<file path="config.mk">
export PLATFORM = sky130hd
export DESIGN_NAME = store_buffer_flat
export DESIGN_NICKNAME = d
export VERILOG_FILES = /design/src/rtl/store_buffer_if.sv /design/src/rtl/store_buffer.sv /design/src/flat_wrapper.sv
export SDC_FILE = /design/constraint.sdc
export NUM_CORES = 1
export LEC_CHECK = 0
export BUFFER_PORTS_ARGS = -buffer_cell sky130_fd_sc_hd__buf_4
export CORE_MARGIN = 1
export CORE_UTILIZATION = 49
export CTS_CLUSTER_SIZE = 12
export DETAILED_ROUTE_END_ITERATION = 12
export PLACE_DENSITY = 0.88
export SETUP_SLACK_MARGIN = 0.15
export SLEW_MARGIN = 30
export SYNTH_ARGS = -nofsm -noshare
export SYNTH_HDL_FRONTEND = slang
export SYNTH_SLANG_ARGS = --single-unit
</file>
<file path="constraint.sdc">
create_clock -name clk -period 1.8 [get_ports clk]
set_input_delay 0.09 -clock clk [delete_from_list [all_inputs] [get_ports clk]]
set_output_delay 0.09 -clock clk [all_outputs]
set_load 0.05 [all_outputs]
</file>
<file path="src/rtl/store_buffer_if.sv">
// Store-buffer bus: pipeline store/load-hazard port plus the memory write request port.
// The slave modport is the buffer; the master modport drives it.
interface store_buffer_if;
  logic        st_valid;
  logic [31:0] st_addr;
  logic [31:0] st_data;
  logic [1:0]  DMOp;
  logic        st_ready;
  logic        st_err;
  logic [31:0] ld_addr;
  logic        ld_hit;
  logic        m_data_req;
  logic        m_data_gnt;
  logic [31:0] m_data_addr;
  logic [31:0] m_data_wdata;
  logic [3:0]  m_data_byteen;
  logic        empty;

  modport slave (
    input  st_valid, st_addr, st_data, DMOp, ld_addr, m_data_gnt,
    output st_ready, st_err, ld_hit, m_data_req, m_data_addr, m_data_wdata,
           m_data_byteen, empty
  );

  modport master (
    output st_valid, st_addr, st_data, DMOp, ld_addr, m_data_gnt,
    input  st_ready, st_err, ld_hit, m_data_req, m_data_addr, m_data_wdata,
           m_data_byteen, empty
  );
endinterface

</file>
<file path="src/rtl/store_buffer.sv">
// Two-entry store buffer: formats stores into word-aligned, lane-replicated
// memory writes, issues them in order, and flags loads that hit a pending store.
module store_buffer (
  input  logic            clk,
  input  logic            reset,
  store_buffer_if.slave   bus
);
  typedef struct packed {
    logic [31:0] addr;
    logic [31:0] wdata;
    logic [3:0]  byteen;
  } entry_t;

  localparam logic [1:0] OP_WORD = 2'b00;
  localparam logic [1:0] OP_HALF = 2'b01;
  localparam logic [1:0] OP_BYTE = 2'b10;

  entry_t     entry_q [2];
  logic       wr_ptr_q, wr_ptr_d;
  logic       rd_ptr_q, rd_ptr_d;
  logic [1:0] count_q,  count_d;
  entry_t     new_entry;
  logic       enq, deq;
  logic       ld_addr_unused;

  assign bus.st_err = bus.st_valid &
                      ((bus.DMOp == 2'b11) |
                       ((bus.DMOp == OP_WORD) & (bus.st_addr[1:0] != 2'b00)) |
                       ((bus.DMOp == OP_HALF) & bus.st_addr[0]));

  // NOTE: every always_comb output gets a default first so no path can infer a latch.
  always_comb begin
    new_entry.addr   = {bus.st_addr[31:2], 2'b00};
    new_entry.wdata  = bus.st_data;
    new_entry.byteen = 4'b0000;
    unique case (bus.DMOp)
      OP_WORD: new_entry.byteen = 4'b1111;
      OP_HALF: begin
        new_entry.wdata  = {2{bus.st_data[15:0]}};
        new_entry.byteen = bus.st_addr[1] ? 4'b1100 : 4'b0011;
      end
      OP_BYTE: begin
        new_entry.wdata  = {4{bus.st_data[7:0]}};
        new_entry.byteen = 4'b0001 << bus.st_addr[1:0];
      end
      default: new_entry.byteen = 4'b0000;
    endcase
  end

  // No bypass into a full buffer: st_ready ignores a same-cycle dequeue.
  assign bus.st_ready = (count_q != 2'd2);
  assign bus.empty    = (count_q == 2'd0);
  assign bus.m_data_req = !bus.empty;
  assign enq = bus.st_valid & bus.st_ready & ~bus.st_err;
  assign deq = bus.m_data_req & bus.m_data_gnt;

  always_comb begin
    wr_ptr_d = wr_ptr_q;
    rd_ptr_d = rd_ptr_q;
    count_d  = count_q;
    if (enq) wr_ptr_d = ~wr_ptr_q;
    if (deq) rd_ptr_d = ~rd_ptr_q;
    unique case ({enq, deq})
      2'b10:   count_d = count_q + 2'd1;
      2'b01:   count_d = count_q - 2'd1;
      default: count_d = count_q;
    endcase
  end

  // NOTE: the entry array is reset as well, because the memory outputs are read straight from the head entry and must read 0 in reset.
  always_ff @(posedge clk or negedge reset) begin
    if (!reset) begin
      wr_ptr_q <= 1'b0;
      rd_ptr_q <= 1'b0;
      count_q  <= 2'd0;
      for (int i = 0; i < 2; i++) entry_q[i] <= '0;
    end else begin
      // NOTE: sequential state uses non-blocking assignments so every register samples pre-edge values.
      wr_ptr_q <= wr_ptr_d;
      rd_ptr_q <= rd_ptr_d;
      count_q  <= count_d;
      if (enq) entry_q[wr_ptr_q] <= new_entry;
    end
  end

  assign bus.m_data_addr   = entry_q[rd_ptr_q].addr;
  assign bus.m_data_wdata  = entry_q[rd_ptr_q].wdata;
  assign bus.m_data_byteen = entry_q[rd_ptr_q].byteen;

  // An entry is live when the buffer is full, or it is the head of a one-entry buffer.
  always_comb begin
    bus.ld_hit = 1'b0;
    for (int i = 0; i < 2; i++) begin
      if (((count_q == 2'd2) || ((count_q == 2'd1) && (rd_ptr_q == 1'(i)))) &&
          (entry_q[i].addr[31:2] == bus.ld_addr[31:2]))
        bus.ld_hit = 1'b1;
    end
  end

  assign ld_addr_unused = ^bus.ld_addr[1:0];
endmodule

</file>
<file path="src/flat_wrapper.sv">
// flat-port wrapper written by rule: the top's interface ports become plain ports
module store_buffer_flat 
  (clk, reset, bus_st_valid, bus_st_addr, bus_st_data, bus_DMOp, bus_ld_addr, bus_m_data_gnt, bus_st_ready, bus_st_err, bus_ld_hit, bus_m_data_req, bus_m_data_addr, bus_m_data_wdata, bus_m_data_byteen, bus_empty);
  store_buffer_if bus_i ();
  input  logic clk;
  input  logic reset;
  input wire logic [$bits(bus_i.st_valid)-1:0] bus_st_valid;
  input wire logic [$bits(bus_i.st_addr)-1:0] bus_st_addr;
  input wire logic [$bits(bus_i.st_data)-1:0] bus_st_data;
  input wire logic [$bits(bus_i.DMOp)-1:0] bus_DMOp;
  input wire logic [$bits(bus_i.ld_addr)-1:0] bus_ld_addr;
  input wire logic [$bits(bus_i.m_data_gnt)-1:0] bus_m_data_gnt;
  output wire logic [$bits(bus_i.st_ready)-1:0] bus_st_ready;
  output wire logic [$bits(bus_i.st_err)-1:0] bus_st_err;
  output wire logic [$bits(bus_i.ld_hit)-1:0] bus_ld_hit;
  output wire logic [$bits(bus_i.m_data_req)-1:0] bus_m_data_req;
  output wire logic [$bits(bus_i.m_data_addr)-1:0] bus_m_data_addr;
  output wire logic [$bits(bus_i.m_data_wdata)-1:0] bus_m_data_wdata;
  output wire logic [$bits(bus_i.m_data_byteen)-1:0] bus_m_data_byteen;
  output wire logic [$bits(bus_i.empty)-1:0] bus_empty;
  assign bus_i.st_valid = bus_st_valid;
  assign bus_i.st_addr = bus_st_addr;
  assign bus_i.st_data = bus_st_data;
  assign bus_i.DMOp = bus_DMOp;
  assign bus_i.ld_addr = bus_ld_addr;
  assign bus_i.m_data_gnt = bus_m_data_gnt;
  assign bus_st_ready = bus_i.st_ready;
  assign bus_st_err = bus_i.st_err;
  assign bus_ld_hit = bus_i.ld_hit;
  assign bus_m_data_req = bus_i.m_data_req;
  assign bus_m_data_addr = bus_i.m_data_addr;
  assign bus_m_data_wdata = bus_i.m_data_wdata;
  assign bus_m_data_byteen = bus_i.m_data_byteen;
  assign bus_empty = bus_i.empty;
  store_buffer u_core (.clk(clk), .reset(reset), .bus(bus_i));
endmodule
</file>
==> impl_metrics.yaml <==
status:
  status: "finished, violations left"
  violations: "negative setup slack"
synth:
  synth.largest_area_cell: "dfrtp_1"
  syn_avg_cell_area_um2: 10.5
  syn-cell-area_um2: 7140
  ys_ff_latch: 136
  synth_area_leaders: "dfrtp_1, mux2_2, nand2_1"
  synth_fa_ha_area_frac: 0.0158
  ys_warn_count: 0
  synth_top_family_by_area: "multiplexers"
  synthSimpleGateAreaFrac: 0.128
  postSynthCellCount: 683
  synth.area.mux_share: 0.190
  synth_compound_area_frac: 0.0774
  seq_area_frac_synth: 0.477
  synth_xor_area_frac: 0.0773
  synth_top_area_share: 0.477
  synthDistinctLibCells: 33
power:
  ir_worst_vdd_mv: 1.62
  power.density_nw_per_um2: 2190
  p_leak_nw: 5.91
timing:
  setup_viol: 202
  drv_slew: 0
  finClkSkew_ns: 0.0194
  period_share: 1.50
  finalHoldViolations: 0
  fin_hold_ws_ns: 0.0298
  worstMarginPinSlew_ns: 0.880
  fin_ws_ns: -0.895
  slew_headroom: 0.409
  rsz0062_at_grt: "yes"
  min_period_ns: 2.69
  clock.fmax_mhz: 371
floorplan:
  coreArea_um2: 14000
  pin_count: 175
  num_rows: 43
  fp.dieW_um: 123
  die-area_um2: 15100
  die-height_um: 123
  initial_core_util: 0.509
detailed_routing:
  drc: 0
  post_drt_wl_per_cell_um: 32.5
  antenna_left: 0
  vias_per_cell: 6.84
  vias: 7877
  drt_wl_total_um: 37500
  first_pass_iters: 7
  drtIter0Drc: 1341
clocking:
  clkLatencyLatePin_ns: 0.46
  cts_sinks: 136
  cts-buffers-inserted: 17
  cts_tree: "done"
  ctsHtreeMaxLevel: 4
  cts_root_buf: "clkbuf_16"
  cts.reportedPaths.clkPinSlew_ns: 0.06
  clockBufferDepth: 2
cells_and_area:
  layout-drive-gt1-share: 0.597
  syn2layout_area_growth_pct: 68.4
  post-route-util: 0.857
  nets: 1068
  n_fill_cell: 527
placement:
  gp_congestion: 0.867
  io_buffers: 170
  hpwl_um: 13800
  place_ws_ns: -0.191
critical_path:
  required_ns: 1.71
  path_class: "reg2out"
  crit_arrival_ns: 2.60
  cp-start-kind: "flop"
  path_max_fanout: 3
  crit_path_end_kind: "primary output"
global_route:
  grt.total_usage: 0.358
  grt_pass1_wl_um: 39200
  grt_max_degree: 49
  grt-ovfl-total: 0
  grt_pass1_vias: 7084
  antenna_found_initial: 4
min_path:
  hp-class: "in2reg"
flow_run:
  drv_cap: 0
synth_stat cells (all sizes together):
cell type / count
a22oi: 16
or2: 1
a21o: 1
inv: 9
xor2: 33
nor2b: 12
nor3: 1
dfrtp: 136
nand2: 178
buf: 26
clkbuf: 14
ha: 9
o41ai: 1
a21oi: 12
xnor2: 30
nand2b: 2
o21bai: 2
conb: 1
o2111ai: 1
and2: 2
o21ai: 63
nand3: 1
nor4: 9
nand4: 8
o21a: 1
nor2: 6
mux2: 108
cell usage in the layout (no fill, tap or decap), types with 3 or more instances in the layout:
master | Yosys | final
clkinv_2 | 0 | 3
xor2_1 | 33 | 33
nor4_1 | 9 | 5
dlygate4sd3_1 | 0 | 42
diode_2 | 0 | 3
nor2_1 | 6 | 5
buf_4 | 2 | 148
nor4_2 | 0 | 4
nand4_1 | 8 | 8
inv_1 | 9 | 6
nand2_4 | 0 | 64
mux2_4 | 38 | 46
nand2_1 | 178 | 53
a21oi_1 | 11 | 11
a22oi_1 | 16 | 16
ha_4 | 0 | 3
bufinv_16 | 0 | 5
mux2_2 | 70 | 62
xnor2_1 | 30 | 23
nor2b_1 | 12 | 11
nand2_2 | 0 | 61
buf_8 | 0 | 7
clkbuf_16 | 0 | 28
o21ai_2 | 0 | 37
o21ai_1 | 6 | 16
buf_12 | 0 | 19
xnor2_2 | 0 | 7
buf_16 | 0 | 12
o21ai_0 | 57 | 9
clkinv_4 | 0 | 3
buf_6 | 5 | 54
dfrtp_1 | 136 | 134
ha_1 | 9 | 6
cell families (layout without fill, tap and decap cells):
| kind of cell | after synthesis | after routing |
|---|---|---|
| DFF | 136 | 136 |
| adders and majority gates | 9 | 9 |
| AOI/OAI and AO/OA | 97 | 97 |
| and+or+nand+nor | 220 | 221 |
| muxes | 108 | 108 |
| xor gates and xnor gates | 63 | 63 |
| other | 1 | 5 |
| buffers and inverters | 49 | 332 |
repair_timing:
item | 4_1_cts | 5_1_grt
hold endpoints to repair | 215 | 0
cloned | 12 | 15
setup buffers | 10 | 22
resized for setup | 75 | 313
pin swaps | 5 | 124
hold buffers | 42 | 0
endpoints found under the setup margin | 189 | 204
state kept, by name, summed over array words and instances, names as in the netlist:
register         cells
u_core.count_q       2
u_core.rd_ptr_q      1
u_core.wr_ptr_q      1
u_core.entry_q     132
report_power, final:
group	internal [mW]	leakage [nW]	switching [mW]
clock network	2.45	0.310	1.58
registers	4.50	1.69	1.94
logic	6.62	3.91	9.30
metrics by stage:
stage | cells | area (µm²) | TNS (ns) | total power [mW]
6_report | 1151 | 12000 | -53.50 | 26.4
5_1_grt | 1150 | 12000 | -56.13 | 26.8
4_1_cts | 1111 | 10500 | -19.06 | 22.0
3_5_place_dp | 1017 | 8790 | -0.192 | 16.7
3_3_place_gp | 1017 | 8790 | -0.108 | 16.4
2_1_floorplan | 684 | 7230 | -9.81 | 13.5
final cells by class:
cell class	instances	area (µm²)	area share
multi-input combinational	500	4490	0.374
sequential	136	3410	0.283
timing repair buffer	293	3230	0.269
clock buffer	18	429	0.0357
tap	180	225	0.0187
clock inverter	12	200	0.0166
inverter	9	37.5	0.00312
antenna	3	7.51	0.000624
final timing paths:
check,from,to,slack (ns),depth (start not counted)
max in group asynchronous,reset,u_core.entry_q[42],1.07,3
min in group asynchronous,reset,u_core.entry_q[12],0.08,2
worst min register to register,u_core.entry_q[86],u_core.entry_q[86],0.50,2
worst max-delay path,u_core.entry_q[66],bus_ld_hit,-0.89,5
worst min-delay path,bus_st_data[11],u_core.entry_q[15],0.03,3
worst max register to register,u_core.count_q[1],u_core.entry_q[47],-0.39,8
critical path, stage by stage, from the launching register on:
cell	delay [ns]
dfrtp_1	0.41
xor2_1	0.19
nor3_1	0.72
nand4_1	0.28
o41ai_4	0.36
buf_6	0.21
layer usage:
metal / global-route usage / wire [µm]
met5: 0 / 61
met4: 0.255 / 3660
met3: 0.0980 / 4850
met2: 0.564 / 16400
met1: 0.421 / 12500
(Power assumes the default switching activity.)
